$ cat src/rtl/img_window_ctrl.sv
// Operation controller for the 8x8x32 image held in a 4096x8 single-port SRAM.
// Sequences the 2048-byte image load, keeps the 2x2 display-window origin and
// channel depth, and streams the display window out of SRAM one pixel a cycle.
module img_window_ctrl #(
  parameter int ADDR_W = 12,
  parameter int DATA_W = 8,
  parameter int OUT_W  = 14
) (
  input  logic              i_clk,
  input  logic              i_rst_n,
  input  logic              i_op_valid,
  input  logic [3:0]        i_op_mode,
  output logic              o_op_ready,
  input  logic              i_in_valid,
  input  logic [DATA_W-1:0] i_in_data,
  output logic              o_in_ready,
  output logic              o_sram_cen,
  output logic              o_sram_wen,
  output logic [ADDR_W-1:0] o_sram_addr,
  output logic [DATA_W-1:0] o_sram_d,
  input  logic [DATA_W-1:0] i_sram_q,
  output logic              o_out_valid,
  output logic [OUT_W-1:0]  o_out_data
);

  localparam logic [2:0] S_RST   = 3'd0;
  localparam logic [2:0] S_READY = 3'd1;
  localparam logic [2:0] S_WAIT  = 3'd2;
  localparam logic [2:0] S_LOAD  = 3'd3;
  localparam logic [2:0] S_DISP  = 3'd4;
  localparam logic [2:0] S_DRAIN = 3'd5;

  // Origin may only reach 6 so the 2x2 window stays inside the 8x8 plane.
  localparam logic [2:0] ORIGIN_MAX = 3'd6;
  localparam logic [10:0] LOAD_LAST = 11'd2047;

  logic [2:0]  state_q, state_d;
  logic [10:0] cnt_q, cnt_d;
  logic [2:0]  x_q, x_d;
  logic [2:0]  y_q, y_d;
  logic [5:0]  depth_q, depth_d;

  logic              rd_q;
  logic              out_valid_q;
  logic [OUT_W-1:0]  out_data_q;

  logic        load_wr;
  logic        disp_rd;
  logic [10:0] disp_last;
  logic [4:0]  elem_ch;
  logic [1:0]  elem_slot;
  logic [2:0]  elem_row;
  logic [2:0]  elem_col;
  logic [11:0] disp_addr;

  assign load_wr   = (state_q == S_LOAD) && i_in_valid;
  assign disp_rd   = (state_q == S_DISP);
  // Last element index of a display pass: depth*4 - 1.
  assign disp_last = {3'b000, depth_q, 2'b00} - 11'd1;

  // Element k = 4*channel + slot; slots walk (x,y),(x+1,y),(x,y+1),(x+1,y+1).
  assign elem_ch   = cnt_q[6:2];
  assign elem_slot = cnt_q[1:0];
  assign elem_col  = x_q + {2'b00, elem_slot[0]};
  assign elem_row  = y_q + {2'b00, elem_slot[1]};
  assign disp_addr = {1'b0, elem_ch, elem_row, elem_col};

  // Next-state logic: op decode, load/display counters, window origin and depth.
  always_comb begin
    // NOTE: every variable gets a default here so no path leaves it unassigned,
    // which would otherwise infer a latch.
    state_d = state_q;
    cnt_d   = cnt_q;
    x_d     = x_q;
    y_d     = y_q;
    depth_d = depth_q;
    case (state_q)
      S_RST:   state_d = S_READY;
      S_READY: state_d = S_WAIT;
      S_WAIT: begin
        if (i_op_valid) begin
          state_d = S_READY;
          case (i_op_mode)
            4'd0: begin
              state_d = S_LOAD;
              cnt_d   = '0;
            end
            4'd1: if (x_q < ORIGIN_MAX) x_d = x_q + 3'd1;
            4'd2: if (x_q != 3'd0)      x_d = x_q - 3'd1;
            4'd3: if (y_q != 3'd0)      y_d = y_q - 3'd1;
            4'd4: if (y_q < ORIGIN_MAX) y_d = y_q + 3'd1;
            4'd5: begin
              if (depth_q == 6'd32)      depth_d = 6'd16;
              else if (depth_q == 6'd16) depth_d = 6'd8;
            end
            4'd6: begin
              if (depth_q == 6'd8)       depth_d = 6'd16;
              else if (depth_q == 6'd16) depth_d = 6'd32;
            end
            4'd7: begin
              state_d = S_DISP;
              cnt_d   = '0;
            end
            default: state_d = S_READY;
          endcase
        end
      end
      S_LOAD: begin
        if (i_in_valid) begin
          // The counter wraps to zero on the final write, leaving it cleared.
          cnt_d = cnt_q + 11'd1;
          if (cnt_q == LOAD_LAST) state_d = S_READY;
        end
      end
      S_DISP: begin
        if (cnt_q == disp_last) begin
          state_d = S_DRAIN;
          cnt_d   = '0;
        end else begin
          cnt_d = cnt_q + 11'd1;
        end
      end
      S_DRAIN: begin
        // Two cycles so the last SRAM read reaches the output register.
        if (cnt_q[0]) begin
          state_d = S_READY;
          cnt_d   = '0;
        end else begin
          cnt_d = cnt_q + 11'd1;
        end
      end
      default: state_d = S_RST;
    endcase
  end

  // Controller state registers.
  always_ff @(posedge i_clk or negedge i_rst_n) begin
    // NOTE: sequential state uses non-blocking assignments so every register
    // samples its pre-edge value regardless of statement order.
    if (!i_rst_n) begin
      state_q <= S_RST;
      cnt_q   <= '0;
      x_q     <= '0;
      y_q     <= '0;
      depth_q <= 6'd32;
    end else begin
      state_q <= state_d;
      cnt_q   <= cnt_d;
      x_q     <= x_d;
      y_q     <= y_d;
      depth_q <= depth_d;
    end
  end

  // Read pipeline: SRAM data arrives one cycle after the read, then is registered.
  always_ff @(posedge i_clk or negedge i_rst_n) begin
    if (!i_rst_n) begin
      rd_q        <= 1'b0;
      out_valid_q <= 1'b0;
      out_data_q  <= '0;
    end else begin
      rd_q        <= disp_rd;
      out_valid_q <= rd_q;
      out_data_q  <= rd_q ? OUT_W'(i_sram_q) : '0;
    end
  end

  assign o_op_ready  = (state_q == S_READY);
  assign o_in_ready  = (state_q == S_LOAD);
  assign o_sram_cen  = ~(load_wr | disp_rd);
  assign o_sram_wen  = ~load_wr;
  assign o_sram_addr = load_wr ? ADDR_W'(cnt_q)
                     : (disp_rd ? ADDR_W'(disp_addr) : '0);
  assign o_sram_d    = load_wr ? i_in_data : '0;
  assign o_out_valid = out_valid_q;
  assign o_out_data  = out_data_q;

endmodule

$ cat config.mk
export PLATFORM = sky130hd
export DESIGN_NAME = img_window_ctrl
export DESIGN_NICKNAME = d
export VERILOG_FILES = /design/src/rtl/img_window_ctrl.sv
export SDC_FILE = /design/constraint.sdc
export NUM_CORES = 1
export LEC_CHECK = 0
export BUFFER_PORTS_ARGS = -buffer_cell sky130_fd_sc_hd__buf_2
export CAP_MARGIN = 10
export CORE_AREA = 2 2 76 78
export CTS_CLUSTER_DIAMETER = 80
export DETAILED_ROUTE_END_ITERATION = 10
export DIE_AREA = 0 0 78 80
export PLACE_DENSITY = 0.7
export SYNTH_ARGS = -nofsm -noshare
export SYNTH_HDL_FRONTEND = slang
export SYNTH_SLANG_ARGS = --single-unit
export TNS_END_PERCENT = 30
$ cat constraint.sdc
create_clock -name i_clk -period 2.2 [get_ports i_clk]
set_clock_uncertainty 0.2 [all_clocks]
set_input_delay 0.11 -clock i_clk [delete_from_list [all_inputs] [get_ports i_clk]]
set_output_delay 0.11 -clock i_clk [all_outputs]
set_load 0.02 [all_outputs]
-- After elaboration in Yosys (flattened, before gate mapping)
Index checks and enable logic that the tools add are counted.
- bits of input ports: 24
- memory bits (writable): 0
- memories kept: 0
- latch bits: 0
- output and inout bits: 39
- bits in read-only memories: 0
- flip-flop bits (word level): 36
- logic and storage cells: 93
- reduce and logical (&&, ||, !) cells: 15
- multiplexer cells: 28
- $lt $le $gt $ge: 2
- bitwise operators: 3
- div/mod/pow operators: 0
- shifts and indexed selects: 0
- add/subtract/negate cells: 8
- equality and inequality tests: 29
- multiply operators: 0
- operators by type and width (operator ; number):
    $mux W11 ; 7
    $pmux W11 S4 ; 1
    $mux W3 ; 9
    $mux W6 ; 4
    $reduce_and A5 Y1 ; 4
    $pmux W3 S2 ; 3
    $pmux W3 S6 ; 1
    $eq A4 B3 Y1 const B ; 4
    $mux W8 ; 2
    $ne A2 B2 Y1 const B ; 8
    $pmux W6 S2 ; 1
    $add A11 B1 Y11 const B ; 1
    $eq A11 B11 Y1 ; 1
    $eq A11 B11 Y1 const B ; 1
    $sub A8 B1 Y9 const B ; 1
    $eq A4 B2 Y1 const B ; 2
    $add A3 B1 Y3 ; 2
    $add A3 B1 Y3 const B ; 2
    $eq A3 B2 Y1 const B ; 2
    $eq A3 B3 Y1 const B ; 2
    $eq A6 B4 Y1 const B ; 1
    $eq A6 B5 Y1 const B ; 1
    $eq A6 B6 Y1 const B ; 1
    $lt A3 B3 Y1 const B ; 2
    15 further kinds ; 22

-- Longest topological paths before layout
- depth in word-level cells: 5
- mapped depth: 8
- mapped depth without buffers: 8

-- Worst setup path before layout
Ideal clock, no wire load.
- path type: register -> register
- from: register depth_q[3]
- to: register cnt_q[5]
- period minus slack after synthesis: 2234 ps
- stages on the path, launching flop included: 9
- slack: -34 ps
- required time: 1879 ps
- path buffers: 0
- arrival time: 1913 ps
- cells stage by stage: dfrtp_1 -> inv_1 -> ha_1 -> ha_1 -> xnor2_1 -> nand3_1 -> o31a_1 -> or2_1 -> a22o_1
- word-level cells in the longest chain between the ends: 4
- ends and longest elaborated chain (element ; RTL line ; source):
    start: declaration ; 41 ; logic [5:0] depth_q, depth_d;
    start signal: assignment ; 151 ; depth_q <= depth_d;
    $sub A8 B1 Y9 ; 59 ; assign disp_last = {3'b000, depth_q, 2'b00} - 11'd1;
    $eq A11 B11 Y1 ; 116 ; if (cnt_q == disp_last) begin
    $mux W11 ; 116 ;
    $pmux W11 S4 ; 77 ; case (state_q)
    end signal: assignment ; 148 ; cnt_q <= cnt_d;
    end: declaration ; 38 ; logic [10:0] cnt_q, cnt_d;
Every way passes these cells.
A chain may end at the register's enable or synchronous reset.

-- Worst setup path after layout
- from: register depth_q[4]
- to: register cnt_q[5]
The elaborated chain is that of the path after synthesis.

==> flow_summary.ini <==
[run_status]
status = finished clean

[die]
io_pins = 63
die_area_sq_um = 6240
rows = 27
die_w_um = 78
die_y_um = 80
core_sq_um = 5410
start_util_pct = 43.2

[worst_setup_path]
r2r_start = depth_q[4]$_DFFE_PN0P_
path_class = reg2reg
cp.required_ns = 2.18
path_max_fanout = 6
reg2reg_slack_ns = 0.04
rr_worst_depth = 8
critPathLaunchType = register
end_kind = register
critPathArrivalTime_ns = 2.14
r2r-end = cnt_q[5]$_DFFE_PN0P_

[placed_design]
place.gp.congestion = 0.882
place_area_sq_um = 2780
port_buffers = 55
dpl.hpwl_um = 4220

[power]
pwr-share-clk_pct = 20.5
vdd_drop_max_uv = 443
switching_share_pct = 40.3
power.leakage_nw = 1.44
p_sw_w = 0.00114
powerDensity_nw_per_um2 = 939
seq_power_share_pct = 32.3
combinationalPowerShare_pct = 47.3
p_int_w = 0.00169
power_w = 0.00284

[synthesis]
synth-edff-count = 0
synth_area_leaders = dfrtp_1 34%, and2_1 5.6%, ha_1 5.4%
yosys.area.top_type_share_pct = 34.3
ys.flop_type = dfrtp_1
async_reset_ff_share_pct = 100
yosysUniqueCellTypes = 54
synthTopCellsByCount = 32 x dfrtp_1, 21 x and2_1, 21 x nor2_1
ys_seq_area_share_pct = 35.4
syn_area_per_cell_sq_um = 8.97
ys_ff_latch = 33
synth_area_sq_um = 2330
yosysWarnings = 0
synth_most_common_cell = dfrtp_1
yosysTopAreaCell = dfrtp_1
synthCells = 260

[clock_tree]
root_buffer = clkbuf_8
cts_buffers = 5
cts_buffer_depth = 2
cts_tree = yes
clock-sinks = 33
htreeDepth = 2
clkLatencyLatePin_ns = 0.29
path_clk_slew_ns = 0.08

[timing]
max-slew-margin-rel_pct = 50.4
rsz0062_at_grt = yes
worst_pin_slew_ns = 0.745
timing.hold.ws_ns = 0.0404
max_freq_mhz = 463
finalHoldViolations = 0
drv_slew = 0
setup-violations-final = 0
period_share_pct = 98.2
finalCriticalPeriod_ns = 2.16

[job]
cap_violations = 0

[finish]
final_layout_size_suffix_gt1_share_pct = 30.6
antenna-diode-count = 0
layout.nets = 375
final_area_sq_um = 3020
syn_to_final_growth_pct = 29.4

[hold_path]
hp-start = i_op_mode[2]
hold_class = in2reg
hold_depth = 4
whs_endpoint = state_q[1]$_DFFE_PN0P_

[routing]
routed_wl_um = 5700
vias_per_cell = 5.17
num_vias = 2131
drt_pass1_iterations = 4
drtIter0Drc = 84
ant_nets = 0
wire_per_inst_um = 13.8
drc = 0

[global_route]
first_global_vias = 2050
grt_usage_pct = 19.1
overflow = 0
grt_pass1_wl_um = 9550
grt_start_max_net_pins = 34
antenna_found_initial = 0
==> registers in the layout (all words and copies together) (netlist names) <==
signal / flops
depth_q: 3
y_q: 3
o_out_data: 8
cnt_q: 11
o_out_valid: 1
x_q: 3
rd_q: 1
state_q: 3
==> power by group through the flow <==
| stage | Clock [W] | Combinational (W) | Sequential, W |
|---|---|---|---|
| 4_1_cts | 0.000592 | 0.00128 | 0.000912 |
| 6_report | 0.000580 | 0.00134 | 0.000914 |
| 2_1_floorplan | 0 | 0.000866 | 0.000909 |
| 3_5_place_dp | 0 | 0.00125 | 0.000923 |
| 5_1_grt | 0.000616 | 0.00150 | 0.000936 |
| 3_3_place_gp | 0 | 0.00122 | 0.000916 |
==> timing repair <==
action	4_1_cts	5_1_grt
hold endpoints to repair	40	0
gates resized for setup	1	5
hold buffers	9	0
endpoints found under the setup margin	6	13
pin swaps	2	1
setup buffers	0	2
==> stage by stage <==
step                      TNS [ns]  util [%]  std cells  worst slack (ns)
final                            0      55.9        412            0.0394
after global routing        -0.259      55.9        412           -0.0648
after CTS                        0      55.3        410            0.0189
after detailed placement   -0.0735      51.5        393           -0.0321
after global placement           0      51.5        393           0.00224
after floorplan                  0         -        266            0.0143
==> cells by family after synthesis <==
group,Yosys count,share of synthesized area [%]
AND/OR/NAND/NOR,111,27.8
AO/OA/AOI/OAI,57,17.3
flip-flops,33,35.4
buffers and inverters,31,6.38
adder cells (fa/ha/maj),12,7.08
XOR/XNOR,11,4.13
multiplexers,4,1.77
other,1,0.161
==> layout make-up <==
| type | count | area, sq um |
|---|---|---|
| Sequential cell | 33 | 827 |
| Clock inverter | 3 | 46.3 |
| Clock buffer | 5 | 68.8 |
| Timing Repair Buffer | 84 | 515 |
| Inverter | 13 | 48.8 |
| Tap cell | 72 | 90.1 |
| Fill cell | 518 | 2380 |
| Multi-Input combinational cell | 202 | 1420 |
==> layer usage <==
metal | GRT usage [%] | vias up | wire length (um)
li1 | - | 1067 | -
met1 | 24.9 | 1002 | 2550
met2 | 33.5 | 55 | 2860
met3 | 3.28 | 7 | 237
met4 | 3.86 | 0 | 59
met5 | 0 | - | 0
==> cells in the final DEF (no fill, tap or decap), types with 3 or more instances in the layout <==
cell,count
o21ai_1,4
inv_1,11
xnor2_1,3
mux2i_1,3
nor4b_2,3
a22o_1,12
a21oi_1,6
nor2b_1,5
nor3_1,4
and2_1,21
o21ai_0,13
conb_1,7
xor2_1,7
nor2_1,21
nand2_1,13
ha_1,8
clkbuf_8,5
nand4_1,3
dlygate4sd3_1,9
buf_2,55
a31oi_1,4
and3_1,3
nand3_1,12
nand2b_1,8
buf_4,20
dfrtp_1,32
==> how the worst max path moves through the flow <==
stage	from	end	slack (ns)	cells past startpoint
finish	depth_q[4]$_DFFE_PN0P_	cnt_q[5]$_DFFE_PN0P_	0.04	8
global route	depth_q[3]$_DFFE_PN0P_	cnt_q[10]$_DFFE_PN0P_	-0.06	9
CTS	depth_q[4]$_DFFE_PN0P_	cnt_q[5]$_DFFE_PN0P_	0.02	8
detailed placement	depth_q[4]$_DFFE_PN0P_	cnt_q[9]$_DFFE_PN0P_	-0.03	8
global placement	depth_q[4]$_DFFE_PN0P_	cnt_q[9]$_DFFE_PN0P_	0.002	8
floorplan	depth_q[3]$_DFFE_PN0P_	cnt_q[5]$_DFFE_PN0P_	0.01	8
==> worst max-delay path: stages, from the launching register on <==
cell	delay (ns)
dfrtp_1	0.39
inv_2	0.08
ha_4	0.15
ha_4	0.20
xnor2_2	0.14
nand3_1	0.08
o31a_1	0.34
or2_1	0.28
a22o_1	0.20
(Power assumes the default switching activity.)
